File: config.mk
export PLATFORM = sky130hd
export DESIGN_NAME = csa_seq_multiplier
export DESIGN_NICKNAME = d
export VERILOG_FILES = /design/src/rtl/csa_seq_multiplier.sv
export SDC_FILE = /design/constraint.sdc
export NUM_CORES = 1
export LEC_CHECK = 0
export BUFFER_PORTS_ARGS = -buffer_cell sky130_fd_sc_hd__buf_2
export CAP_MARGIN = 20
export CORE_MARGIN = 10
export CORE_UTILIZATION = 55
export CTS_CLUSTER_DIAMETER = 30
export CTS_CLUSTER_SIZE = 10
export DETAILED_ROUTE_END_ITERATION = 8
export PLACE_DENSITY = 0.84
export SYNTH_ARGS = -nofsm -noshare
export SYNTH_HDL_FRONTEND = slang
export SYNTH_SLANG_ARGS = --single-unit
File: constraint.sdc
create_clock -name clk -period 3.1 [get_ports clk]
set_clock_uncertainty 0.15 [all_clocks]
set_input_delay 0.31 -clock clk [delete_from_list [all_inputs] [get_ports clk]]
set_output_delay 0.31 -clock clk [all_outputs]
set_load 0.01 [all_outputs]
File: src/rtl/csa_seq_multiplier.sv
// Sequential unsigned multiplier: one 3:2 carry-save row reused per cycle,
// followed by a single carry-propagate add to resolve the redundant pair.
module csa_seq_multiplier #(
  parameter int WIDTH = 32
) (
  input  logic               clk,
  input  logic               rst,
  input  logic               in_valid,
  output logic               in_ready,
  input  logic [WIDTH-1:0]   a,
  input  logic [WIDTH-1:0]   b,
  output logic               out_valid,
  input  logic               out_ready,
  output logic [2*WIDTH-1:0] product,
  output logic               busy
);

  localparam int PW = 2 * WIDTH;
  localparam int CW = $clog2(WIDTH);
  localparam logic [CW-1:0] LAST = CW'(WIDTH - 1);

  typedef enum logic [1:0] {
    IDLE,
    COMPRESS,
    RESOLVE,
    DONE
  } state_t;

  state_t          state;
  logic [WIDTH-1:0] a_reg;
  logic [WIDTH-1:0] b_reg;
  logic [PW-1:0]   sum;
  logic [PW-1:0]   carry;
  logic [CW-1:0]   cnt;
  logic [PW-1:0]   x;
  logic [PW-1:0]   y;
  logic [PW-1:0]   z;

  // Compressor inputs: running pair plus the current partial product row.
  always_comb begin
    x = sum;
    y = carry << 1;
    z = '0;
    if (b_reg[cnt]) begin
      z = {{WIDTH{1'b0}}, a_reg} << cnt;
    end
  end

  always_ff @(posedge clk) begin
    if (rst) begin
      state     <= IDLE;
      in_ready  <= 1'b1;
      out_valid <= 1'b0;
      busy      <= 1'b0;
      product   <= '0;
      a_reg     <= '0;
      b_reg     <= '0;
      sum       <= '0;
      carry     <= '0;
      cnt       <= '0;
    end else begin
      unique case (state)
        IDLE: begin
          if (in_valid) begin
            a_reg    <= a;
            b_reg    <= b;
            sum      <= '0;
            carry    <= '0;
            cnt      <= '0;
            in_ready <= 1'b0;
            busy     <= 1'b1;
            state    <= COMPRESS;
          end
        end
        COMPRESS: begin
          sum   <= x ^ y ^ z;
          carry <= (x & y) | (x & z) | (y & z);
          cnt   <= cnt + 1'b1;
          if (cnt == LAST) begin
            state <= RESOLVE;
          end
        end
        RESOLVE: begin
          // Carry MSB drop is harmless: the true product fits in PW bits.
          product   <= sum + (carry << 1);
          out_valid <= 1'b1;
          state     <= DONE;
        end
        DONE: begin
          if (out_ready) begin
            out_valid <= 1'b0;
            in_ready  <= 1'b1;
            busy      <= 1'b0;
            state     <= IDLE;
          end
        end
        default: state <= IDLE;
      endcase
    end
  end

endmodule

* Word-level counts from Yosys, hierarchy flattened
Cells that the tools add are included.
** Storage, ports and cells
- Output and inout bits :: 67
- Word-level logic and storage cells :: 56
- Input port bits :: 68
- Register bits after elaboration :: 265
** Cells by class
- Bitwise gates (word level) :: 7
- Shift-type cells :: 1
- Multiplexer cells :: 19
- Equal/unequal tests :: 7
- Reductions and logical operators :: 9
- Add/subtract/negate cells :: 2
- $lt $le $gt $ge :: 1
** Operator list (number)
- $and 63x63->63 :: 3
- $mux 64 :: 2
- $pmux 64 s2 :: 1
- $xor 64x64->64 :: 2
- $or 63x63->63 :: 2
- $pmux 63 s2 :: 1
- $add 64x64->64 :: 1
- $shl 32x5->64 :: 1
- $pmux 5 s2 :: 1
- $pmux 2 s4 :: 1
- $lt 5x6->1 const B :: 1
- $mux 2 :: 3
- $ne 2x2->1 const B :: 3
- $pmux 1 s2 :: 3
- $reduce_and 2->1 :: 3
- $reduce_and 3->1 :: 2
- $reduce_bool 2->1 :: 3
- $add 5x1->5 const B :: 1
- $bmux 1 s5 :: 1
- $eq 5x5->1 const B :: 1
- $mux 1 :: 5
- $mux 5 :: 1
- $eq 2x2->1 const B :: 2
- $eq 2x1->1 const B :: 1
- $logic_not 2->1 :: 1

* Longest topological paths before layout
- Word-level depth :: 7
- Depth in mapped cells :: 16
- Gate-level depth less buffers :: 13

* Worst setup path before layout
OpenSTA, ideal clock, no wires.
- Kind :: flip-flop to flip-flop
- From :: register cnt[0]
- To :: register sum[36]
- Path slack :: -96 ps
- Clock period less this slack :: 3196 ps
- Buffers on the path :: 4
- Stages on the path, launching flop included :: 14
- Setup time :: 65 ps
- Data required time :: 2885 ps
- Data arrival time :: 2981 ps
- Path through :: dfxtp_1 buf_4 buf_6 mux4_2 mux4_2 and2_1 buf_4 or2_4 buf_6 o211ai_2 fa_1 nor2_1 a21oi_1 nor2_1
** Between the ends
- Longest elaborated chain between the ends :: 5
** RTL lines
- start: declaration :: line 34 : logic [CW-1:0] cnt;
- start signal: assignment :: line 78 : cnt <= cnt + 1'b1;
- $bmux 1 s5 :: line 44 : if (b_reg[cnt]) begin
- $mux 1 (not written as such) :: line 44
- $mux 64 (*) :: line 44
- $xor 64x64->64 (*) :: line 76 : sum <= x ^ y ^ z;
- $pmux 64 s2 (*) :: line 62 : unique case (state)
- end signal: assignment :: line 76
- end: declaration :: line 32 : logic [PW-1:0] sum;
Mark *: on every way between the ends. The rest lies on a longest branch, timed or not. The select of a mux whose other input is x is not followed.
A chain may end at the register's enable or synchronous reset.

* Worst setup path in the final report
- From :: register cnt[0]
- To :: register sum[29]
The elaborated chain is that of the path after synthesis.

==> impl_metrics.csv <==
group,metric,value,unit
critical_path,crit_buf_inv,2,
pwr,seqPwrFrac,0.279,
logic_synthesis,synth.net_count,2388,
cells_and_area,layout_common_cells,"357 x nor2_1, 294 x nand2_1, 265 x a21oi_1, 255 x dfxtp_1, 155 x inv_1",
cells_and_area,utilization,0.729,
pwr,ir_worst_vdd,0.633,mV
status,status,"finished with violations",
cts,cts.clk_slew.worst_paths,50,ps
critical_path,crit_family,"multiplexers",
logic_synthesis,yosysTopAreaCell,"dfxtp_1",
cells_and_area,layout-drive-gt1-share,0.219,
critical_path,r2r-end,"sum[29]",
pwr,p_sw,4.63,mW
route,drt_iter0_markers,2035,
critical_path,path_cells,"buf_12 > mux4_2 > mux4_2 > and2_4 > or2_4 > clkbuf_16 > nand2_1 > fa_1 > nor2_1 > a21oi_1 > nor2_1",
timing,final-setup-viol-count,35,
critical_path,r2r_slack,-200,ps
cells_and_area,syn_to_final_growth,30.9,%
timing,period_minus_slack,3300,ps
place,portBuffers,134,
cts,cts_tree,"yes",
route,drc,11,
place,gp_congestion,0.928,
pwr,power_frac_comb,0.250,
run,maxCapViolCount,0,
route,vias,17700,
critical_path,crit_fanout,8,
cells_and_area,reg_top3,"product: 64 flops, sum: 64 flops, carry: 63 flops",
die,rows,64,
critical_path,critical_path_depth,11,
critical_path,reg2regPathDepth,11,
route,routedWlPerCell,20.0,um
logic_synthesis,synth_edf_count,0,
die,io-pin-count,135,
die,die_h,196,um
pwr,p_clk_frac,0.472,
cells_and_area,antenna_cells,0,
global_routing,antenna_found_initial,0,
critical_path,end_kind,"flip-flop",
logic_synthesis,synth_cells,2188,
die,die-area,0.0384,mm2
global_routing,grt.total_usage,0.281,
global_routing,grt_pass1_wl,89900,um
place,dp_slack,-308,ps
timing,hold_viol,0,
pwr,total_leakage_power,8.96,nW
route,drtAntennaViolNets,0,
logic_synthesis,yosys-top-cells-area,"dfxtp_1 31%, a21oi_1 8.2%, nor2_1 7.9%",
critical_path,crit_path_top_delay_cell,"mux4_2",
logic_synthesis,synthDominantCellAreaShare,0.311,
cts,numClockSinks,265,
cts,cts_max_level,2,
timing,tightest_slew,1070,ps
critical_path,reg2reg_from,"cnt[0]",
logic_synthesis,netlist_area,0.0170,mm2
global_routing,grt_pass1_vias,17100,
die,die_x,196,um
logic_synthesis,async_flop_share,0,
critical_path,critPathMaxStageDelay,530,ps
timing,timing.final.ws_setup,-199,ps
place,dp_hpwl,36500,um
pwr,intPower,9.14,mW
route,dr.pass1.iters,9,
critical_path,crit_required,3460,ps
critical_path,cp-start-kind,"flip-flop",
critical_path,critPathKind,"flip-flop to flip-flop",
cells_and_area,register_area,0.00532,mm2
hold_path,hold_path_class,"input port to flip-flop",
global_routing,grt_max_degree,101,
cells_and_area,final_common_cell,"nor2_1",
timing,finalCritPeriodShare,1.06,
route,vias_per_cell,6.07,
hold_path,min_to,"b_reg[19]",
cells_and_area,finalNetCount,2672,
cts,clk_path_buf_depth,3,
hold_path,min_path_cells,4,
timing,rsz0062_at_grt,"true",
critical_path,worstPathArrival,3660,ps
pwr,swShare,0.336,
logic_synthesis,avgSynthCellArea,7.79,um2
global_routing,grt-ovfl-total,0,
pwr,power_density,618,mW/mm2
cts,numCtsBuffers,56,
hold_path,min_from,"in_valid",
logic_synthesis,ys_seq_area_frac,0.311,
timing,final-max-slew-violation-count,0,
status,violations,"design-rule violations, negative setup slack",
timing,maxSlewHeadroom,0.285,
route,wirelength,58500,um
cells_and_area,fillers,2048,
cells_and_area,multiInputGateArea,0.0111,mm2
logic_synthesis,synth_seq_cells,265,
timing,fmax,303,MHz
die,core,0.0306,mm2
logic_synthesis,yosysUniqueCellTypes,74,
die,initial_utilization,0.557,
logic_synthesis,yosys_warnings,0,
logic_synthesis,ys.flop_type,"dfxtp_1",
cts,cts_root_buf,"clkbuf_16",
cts,clk_latency,600,ps
-- per-stage QoR --
stage	power (mW)	hold WS [ps]	cell area [um2]	TNS [ps]	instances
after floorplan	5.96	283	17100	-98.8	2188
after global placement	6.84	280	18900	-811	2733
after detailed placement	6.92	290	18900	-2410	2733
after CTS	13.5	90.0	21800	-1150	2908
after global routing	14.2	149	22300	-6370	2916
final	13.8	116	22300	-3230	2916
-- timing repair --
action / 4_1_cts / 5_1_grt
gates resized for setup: 37 / 76
pin swaps: 27 / 49
endpoints found under the setup margin: 51 / 76
hold buffers: 66 / 0
setup buffers: 3 / 6
cloned: 0 / 2
endpoints found under the hold margin: 82 / 0
-- layout make-up --
cell class	instances	area share
sequential	265	0.239
multi-input combinational	1628	0.497
clock buffer	67	0.0674
inverter	155	0.0261
clock inverter	39	0.0251
tap	396	0.0222
timing repair buffer	366	0.124
-- worst register-to-register path: cells and delay by family, from the launching register on --
kind | cells | cell delay (ps)
muxes | 2 | 1050
and+or+nand+nor | 5 | 830
adders and majority gates | 1 | 440
DFF | 1 | 360
buffers and inverters | 2 | 340
AOI/OAI and AO/OA | 1 | 60
-- cells in the mapped netlist, drive strengths merged, types with 10 or more instances --
master and count:
nor2 359, nand2 314, a21oi 283, dfxtp 265
inv 155, clkbuf 104, o21ai 73, ha 69
fa 63, mux2i 59, a21o 50, buf 36
xnor2 33, mux4 31, and3 29, nand3 24
o211ai 20, o22ai 17, nand4 16, o21bai 16
xor2 15, nor3 14, a31oi 10, and2 10
or3 10
-- how the worst max path moves through the flow --
stage                       from     endpoint  slack (ps)
after floorplan           cnt[0]      sum[36]         -20
after global placement    sum[9]  product[60]        -230
after detailed placement  sum[9]  product[60]        -310
after CTS                 cnt[0]      sum[18]         -90
after global routing      cnt[0]      sum[29]        -250
final                     cnt[0]      sum[29]        -200
-- per-layer routing --
metal / vias to the layer above / wire [um] / global-route usage
met5: - / 0 / 0
met4: 0 / 2700 / 0.135
met3: 193 / 5160 / 0.0552
met2: 1070 / 28100 / 0.459
met1: 8435 / 22500 / 0.350
li1: 8003 / - / -
-- power by group through the flow --
stage / combinational [mW] / clock, mW / sequential [mW]
after floorplan: 2.14 / 0 / 3.82
after global placement: 2.99 / 0 / 3.85
after global routing: 3.67 / 6.67 / 3.85
after detailed placement: 3.05 / 0 / 3.87
after CTS: 3.18 / 6.47 / 3.81
final: 3.44 / 6.49 / 3.84
-- cell families (layout without fill, tap and decap cells) --
kind of cell             Yosys count  in the layout  synth area share
adder cells (fa/ha/maj)          132            132             0.125
multiplexers                      97             97            0.0803
buffers and inverters            295            627            0.0684
AO/OA/AOI/OAI                    537            537             0.192
flip-flops                       265            265             0.311
XOR/XNOR                          48             48            0.0247
AND/OR/NAND/NOR                  814            814             0.199
No activity file was read; power rests on OpenSTA's default activity.
